`src/rtl/wave_capture_buffer.sv`:
```
// Captures decimated sine/cosine pairs from the CORDIC generator into a
// first-word-fall-through FIFO and streams them out on a valid/ready port.
module wave_capture_buffer #(
    parameter int WAVE_WIDTH = 16,
    parameter int DEPTH      = 16,
    parameter int DEC_WIDTH  = 8,
    parameter int LEN_WIDTH  = 16
) (
    input  logic                      clk,
    input  logic                      rst_in,
    input  logic                      enable,
    input  logic [WAVE_WIDTH-1:0]     wave_in_sen,
    input  logic [WAVE_WIDTH-1:0]     wave_in_cos,
    input  logic                      arm,
    input  logic [DEC_WIDTH-1:0]      decim,
    input  logic [LEN_WIDTH-1:0]      capture_len,
    output logic                      out_valid,
    input  logic                      out_ready,
    output logic [2*WAVE_WIDTH-1:0]   out_data,
    output logic                      out_last,
    output logic                      busy,
    output logic                      overflow,
    output logic [$clog2(DEPTH):0]    level
);

    localparam int AW = $clog2(DEPTH);
    localparam int LW = AW + 1;
    localparam int EW = 2 * WAVE_WIDTH + 1;

    typedef enum logic [1:0] {
        ST_IDLE    = 2'd0,
        ST_CAPTURE = 2'd1,
        ST_DRAIN   = 2'd2
    } state_t;

    state_t                 r_state;
    logic [EW-1:0]          r_mem [DEPTH];
    logic [AW-1:0]          r_wr_ptr;
    logic [AW-1:0]          r_rd_ptr;
    logic [LW-1:0]          r_level;
    logic [DEC_WIDTH-1:0]   r_dec_cnt;
    logic [DEC_WIDTH-1:0]   r_decim;
    logic [LEN_WIDTH-1:0]   r_len;
    logic [LEN_WIDTH-1:0]   r_kept;
    logic                   r_overflow;

    logic                   w_pop;
    logic                   w_full;
    logic                   w_keep;
    logic                   w_is_last;
    logic                   w_push;
    logic [LW-1:0]          w_level_next;

    assign w_pop     = (r_level != LW'(0)) && out_ready;
    assign w_full    = (r_level == LW'(DEPTH));
    assign w_keep    = (r_state == ST_CAPTURE) && enable && (r_dec_cnt == DEC_WIDTH'(0));
    assign w_is_last = (r_kept == (r_len - LEN_WIDTH'(1)));
    // A pop on the same edge frees the slot, so a full FIFO can still accept.
    assign w_push    = w_keep && (!w_full || w_pop);

    // Next FIFO occupancy from this edge's push/pop pair.
    always_comb begin
        w_level_next = r_level;
        case ({w_push, w_pop})
            2'b10:   w_level_next = r_level + LW'(1);
            2'b01:   w_level_next = r_level - LW'(1);
            default: w_level_next = r_level;
        endcase
    end

    // Sample storage; entries past the read pointer are never observed.
    always_ff @(posedge clk) begin
        if (w_push && !rst_in) begin
            r_mem[r_wr_ptr] <= {w_is_last, wave_in_sen, wave_in_cos};
        end
    end

    // Capture control FSM, FIFO pointers and sticky overflow.
    always_ff @(posedge clk) begin
        if (rst_in) begin
            r_state    <= ST_IDLE;
            r_wr_ptr   <= AW'(0);
            r_rd_ptr   <= AW'(0);
            r_level    <= LW'(0);
            r_dec_cnt  <= DEC_WIDTH'(0);
            r_decim    <= DEC_WIDTH'(0);
            r_len      <= LEN_WIDTH'(0);
            r_kept     <= LEN_WIDTH'(0);
            r_overflow <= 1'b0;
        end else begin
            if (w_push) begin
                r_wr_ptr <= r_wr_ptr + AW'(1);
            end
            if (w_pop) begin
                r_rd_ptr <= r_rd_ptr + AW'(1);
            end
            r_level <= w_level_next;

            case (r_state)
                ST_IDLE: begin
                    if (arm && (capture_len != LEN_WIDTH'(0))) begin
                        r_decim    <= decim;
                        r_len      <= capture_len;
                        r_dec_cnt  <= DEC_WIDTH'(0);
                        r_kept     <= LEN_WIDTH'(0);
                        r_overflow <= 1'b0;
                        r_state    <= ST_CAPTURE;
                    end
                end
                ST_CAPTURE: begin
                    if (enable) begin
                        if (r_dec_cnt == DEC_WIDTH'(0)) begin
                            r_dec_cnt <= r_decim;
                            r_kept    <= r_kept + LEN_WIDTH'(1);
                            if (!w_push) begin
                                r_overflow <= 1'b1;
                            end
                            if (w_is_last) begin
                                r_state <= ST_DRAIN;
                            end
                        end else begin
                            r_dec_cnt <= r_dec_cnt - DEC_WIDTH'(1);
                        end
                    end
                end
                ST_DRAIN: begin
                    if (w_level_next == LW'(0)) begin
                        r_state <= ST_IDLE;
                    end
                end
                default: begin
                    r_state <= ST_IDLE;
                end
            endcase
        end
    end

    assign out_valid = (r_level != LW'(0));
    assign out_data  = out_valid ? r_mem[r_rd_ptr][2*WAVE_WIDTH-1:0] : '0;
    assign out_last  = out_valid ? r_mem[r_rd_ptr][EW-1] : 1'b0;
    assign busy      = (r_state != ST_IDLE);
    assign overflow  = r_overflow;
    assign level     = r_level;

endmodule

```
`config.mk`:
```
export PLATFORM = sky130hd
export DESIGN_NAME = wave_capture_buffer
export DESIGN_NICKNAME = d
export VERILOG_FILES = /design/src/rtl/wave_capture_buffer.sv
export SDC_FILE = /design/constraint.sdc
export NUM_CORES = 1
export LEC_CHECK = 0
export BUFFER_PORTS_ARGS = -buffer_cell sky130_fd_sc_hd__buf_4
export CAP_MARGIN = 15
export CORE_MARGIN = 5
export CORE_UTILIZATION = 45
export DETAILED_ROUTE_END_ITERATION = 7
export MAX_ROUTING_LAYER = met4
export PLACE_DENSITY = 0.75
export REMOVE_ABC_BUFFERS = 1
export SLEW_MARGIN = 20
export SYNTH_ARGS = -nofsm -noshare
export SYNTH_HDL_FRONTEND = slang
export SYNTH_SLANG_ARGS = --single-unit
```
`constraint.sdc`:
```
create_clock -name clk -period 4 [get_ports clk]
set_input_delay 0.8 -clock clk [delete_from_list [all_inputs] [get_ports clk]]
set_output_delay 0.8 -clock clk [all_outputs]
set_load 0.01 [all_outputs]
```
==> results.json, run 1 <==
{
  "ys_seq_area_share_pct": 72.4,
  "placedCellCount": 2004,
  "grt_pass1_vias": 12680,
  "vias": 12162,
  "io_pins": 102,
  "ctsHoldBuffers": 0,
  "numCtsBuffers": 58,
  "fin_crit_ns": 3.75,
  "clk-insertion-delay-late_ns": 0.63,
  "final-max-slew-violation-count": 0,
  "cp_data_arrival_time_ns": 2.95,
  "overflow": 0,
  "wl_microns": 51200,
  "cts_root_buf": "clkbuf_16",
  "rsz0062_at_grt": "false",
  "multi_input_area_sq_um": 6380,
  "place_congestion": 0.875,
  "synth_top_family_by_area": "multiplexers",
  "seqCellArea_sq_um": 17200,
  "final_cells": 2112,
  "synth_mux_area_share_pct": 16.8,
  "dp_hpwl_microns": 29600,
  "slew_headroom_pct": 44.5,
  "postLayoutSetupSlackWorst_ns": 0.248,
  "synth_edf_count": 528,
  "io_buffers": 101,
  "synth.distinct_cells": 68,
  "required_ns": 3.20,
  "cts_buffer_depth": 3,
  "cts-resized-gates": 0,
  "grt_max_degree": 57,
  "die_w_microns": 240,
  "synth_compound_area_share_pct": 2.00,
  "synth_fa_ha_area_share_pct": 0.716,
  "fill_cells": 3994,
  "cp_cell_sequence": "buf_12 > buf_12 > mux4_2 > mux4_2 > and2_1 > buf_4",
  "die_h_microns": 240,
  "drv_cap": 0,
  "first_pass_iters": 7,
  "first_iter_violations": 1126,
  "end_kind": "output pin",
  "fin_worst_skew_ns": 0.0302,
  "die_area_sq_um": 57500,
  "grt_first_pass_wirelength_microns": 78100,
  "ir_drop_v": 0.000372,
  "placed_area_sq_um": 25700,
  "hold_class": "in -> reg",
  "synth-async-reset-ratio_pct": 0,
  "powerDensity_nw_per_um2": 562,
  "start_util_pct": 45.3,
  "whs_ns": 0.417,
  "syn_area_per_cell_sq_um": 19.3,
  "status": "finished clean",
  "setup_tns_ns": 0,
  "path_clk_slew_ns": 0.06,
  "crit_type": "reg -> out",
  "cpMaxStageDelayCell": "mux4_2",
  "std_cell_rows": 84,
  "fmax_mhz": 267,
  "dp_slack_ns": 0.501,
  "cts_tree": "done",
  "cpPeakStageDelay_ns": 0.58,
  "syn_to_final_growth_pct": 16.3,
  "netlist_area_sq_um": 23800,
  "worst-path-max-fanout": 22,
  "final_common_cell": "edfxtp_1",
  "p_leak_nw": 8.90,
  "period_share_pct": 93.8,
  "mostFrequentLayoutCells": "edfxtp_1 (528), mux4_2 (165), buf_4 (137)",
  "yosys_warnings": 0,
  "grt_usage_pct": 18.3,
  "hold_viol": 0,
  "drive_gt1_share_pct": 30.6,
  "clock_sinks": 596,
  "setup_violations": 0,
  "power.total_mw": 15.6,
  "cp-start-kind": "flop",
  "stdcell_area_sq_um": 27700,
  "synth_cells": 1230,
  "synth_seq_cells": 596,
  "ys.flop_type": "edfxtp_1",
  "post-cts-setup-buffers": 0,
  "coreArea_sq_um": 52400,
  "htree_num_levels": 2,
  "wl_per_cell_microns": 24.2,
  "antenna_left": 0,
  "avgViaCountPerCell": 5.76,
  "antenna_found_initial": 1,
  "nets": 1450,
  "synth_simple_gate_area_share_pct": 5.30,
  "drc": 0,
  "worst_pin_slew_ns": 0.833,
  "synth_xor_area_share_pct": 1.44,
  "fin_util_pct": 52.8
}
[path summary, 6_finish.rpt]
check / start / to / slack [ns] / depth (start not counted)
hold reg to reg: r_dec_cnt[1] / r_dec_cnt[1] / 0.48 / 2
setup / recovery: flop / out_data[27] / 0.25 / 6
hold / removal: decim[3] / r_decim[3] / 0.42 / 3
setup reg to reg: r_dec_cnt[0] / r_state[1] / 0.47 / 15
[critical path: cells and delay by family, from the launching register on]
kind,cells,cell delay (ns)
simple gates,1,0.20
buf+inv,3,0.61
flops,1,0.38
mux,2,1.13
[synth_stat cells, types with 13 or more instances]
cell type,number,area [sq um]
nand3_1,20,100
edfxtp_1,528,15900
dfxtp_1,68,1360
mux4_2,165,3720
xor2_1,19,166
xnor2_1,20,175
mux2i_1,29,290
nor2_1,92,345
o21ai_0,15,75.1
clkbuf_1,44,165
and2_1,33,206
a21oi_1,22,110
nor3_1,13,65.1
nand2_1,33,124
[flip-flops by register name (all words and copies together), names as in the netlist, named ones only]
| register | count |
|---|---|
| overflow | 1 |
| r_kept | 16 |
| r_rd_ptr | 4 |
| r_dec_cnt | 8 |
| level | 5 |
| r_decim | 8 |
| r_wr_ptr | 4 |
| r_state | 2 |
| r_len | 16 |
| r_mem | 528 |
[layer usage]
metal	global-route usage [%]	share of wire [%]	vias to the layer above
li1	-	-	5260
met1	24.4	41	6392
met2	30.4	51	442
met3	3.05	6.2	68
met4	3.82	1.5	0
met5	-	0	-
[power breakdown]
group          total, mW  switching, mW  internal [mW]
combinational       3.07           1.51           1.56
clock               5.56           2.34           3.23
sequential          6.92         0.0923           6.83
total               15.6           3.94           11.6
[cell families after synthesis]
kind of cell,after synthesis
buffers and inverters,71
AO/OA/AOI/OAI,69
flip-flops,596
XOR/XNOR,39
adder cells (fa/ha/maj),13
AND/OR/NAND/NOR,248
multiplexers,194
[layout make-up]
type	instances	share of cell area, %
Tap cell	688	3.11
Antenna cell	2	0.0181
Clock inverter	39	1.66
Clock buffer	67	5.44
Timing Repair Buffer	145	4.30
Sequential cell	596	62.3
Multi-Input combinational cell	563	23.1
Inverter	12	0.163
Power figures use the tool's default switching activity.
==> run 2: changes to the inputs <==
Settings changed: MAX_ROUTING_LAYER met4 to unset.
==> run 2 against run 1 <==
  * Critical path depth stayed put
  * Register-to-register slack hardly changed
  * Final cell count hardly changed
  * Sequential share of layout area hardly changed
  * Total power hardly changed
  * Die area stayed put
  * Critical endpoint unchanged
  * Largest cell class unchanged
==> results.json, run 2 (synthesized netlist as in run 1, its figures left out) <==
{
  "status": "finished clean",
  "p_leak_nw": 8.90,
  "nets": 1450,
  "cts_tree": "done",
  "ir_drop_v": 0.000376,
  "first_pass_iters": 5,
  "mostFrequentLayoutCells": "edfxtp_1 (528), mux4_2 (165), buf_4 (137)",
  "top_regs": "r_mem (528), r_kept (16), r_len (16)",
  "drc": 0,
  "antenna_found_initial": 1,
  "grt_usage_pct": 17.8,
  "htree_num_levels": 2,
  "fill_cells": 3993,
  "first_iter_violations": 1244,
  "cp_data_arrival_time_ns": 2.95,
  "overflow": 0,
  "grt_first_pass_wirelength_microns": 78100,
  "coreArea_sq_um": 52400,
  "drive_gt1_share_pct": 30.6,
  "path_clk_slew_ns": 0.06,
  "placedCellCount": 2004,
  "wl_per_cell_microns": 24.3,
  "final_cells": 2111,
  "fin_worst_skew_ns": 0.0309,
  "final-max-slew-violation-count": 0,
  "syn_to_final_growth_pct": 16.3,
  "required_ns": 3.20,
  "die_area_sq_um": 57500,
  "largest_reg_flops": 528,
  "hold_class": "in -> reg",
  "period_share_pct": 93.8,
  "drv_cap": 0,
  "fin_crit_ns": 3.75,
  "cts_root_buf": "clkbuf_16",
  "die_h_microns": 240,
  "ctsHoldBuffers": 0,
  "grt_pass1_vias": 12668,
  "powerDensity_nw_per_um2": 563,
  "worst_pin_slew_ns": 0.843,
  "io_buffers": 101,
  "end_kind": "output pin",
  "clk-insertion-delay-late_ns": 0.63,
  "final_common_cell": "edfxtp_1",
  "die_w_microns": 240,
  "post-cts-setup-buffers": 0,
  "crit_type": "reg -> out",
  "top_register": "r_mem",
  "worst-path-max-fanout": 22,
  "start_util_pct": 45.3,
  "hold_viol": 0,
  "avgViaCountPerCell": 5.78,
  "fmax_mhz": 267,
  "cts_buffer_depth": 3,
  "place_congestion": 0.861,
  "vias": 12202,
  "cp-start-kind": "flop",
  "setup_tns_ns": 0,
  "whs_ns": 0.417,
  "grt_max_degree": 57,
  "clock_sinks": 596,
  "power.total_mw": 15.6,
  "io_pins": 102,
  "dp_hpwl_microns": 29600,
  "fin_util_pct": 52.7,
  "wl_microns": 51300,
  "setup_violations": 0,
  "cts-resized-gates": 0,
  "antenna_left": 0,
  "numCtsBuffers": 58,
  "slew_headroom_pct": 43.8,
  "rsz0062_at_grt": "false",
  "std_cell_rows": 84
}
run 2: cell count changes in the layout (fill, tap and decap cells not counted), sizes merged:
cell and change:
diode -1
run 2: metal layers:
metal	up-vias	global-route usage, %	wire length (microns)
li1	5260	-	-
met1	6415	24.4	20800
met2	457	30.4	26200
met3	68	3.12	3460
met4	2	3.82	825
met5	-	0	13
run 2: layout make-up:
| class | instances | area [sq um] | area share (%) |
|---|---|---|---|
| clock inverter | 39 | 458 | 1.66 |
| antenna | 1 | 2.50 | 0.00905 |
| inverter | 12 | 45.0 | 0.163 |
| sequential | 596 | 17200 | 62.3 |
| clock buffer | 67 | 1510 | 5.44 |
| timing repair buffer | 145 | 1190 | 4.30 |
| multi-input combinational | 563 | 6380 | 23.1 |
| tap | 688 | 861 | 3.11 |
run 2: path summary, 6_finish.rpt:
kind                              startpoint            to  slack, ns  cells past startpoint
worst max register to register  r_dec_cnt[0]    r_state[1]       0.47                     15
worst max-delay path                    flop  out_data[27]       0.25                      6
worst min-delay path                decim[3]    r_decim[3]       0.42                      3
worst min register to register  r_dec_cnt[1]  r_dec_cnt[1]       0.48                      2
run 2: critical path, stage by stage, from the launching register on:
cell     delay [ns]
dfxtp_4        0.38
buf_12         0.22
buf_12         0.24
mux4_2         0.58
mux4_2         0.55
and2_1         0.20
buf_4          0.14
run 2: report_power, final:
part | internal [mW] | switching, mW
sequential | 6.83 | 0.0923
clock | 3.23 | 2.34
combinational | 1.56 | 1.52
run 2: through the flow:
stage          worst slack, ns  area, sq um
2_1_floorplan            -3.56        23500
3_3_place_gp             0.545        25700
6_report                 0.249        27700
5_1_grt                  0.123        27700
4_1_cts                  0.170        27700
3_5_place_dp             0.501        25700
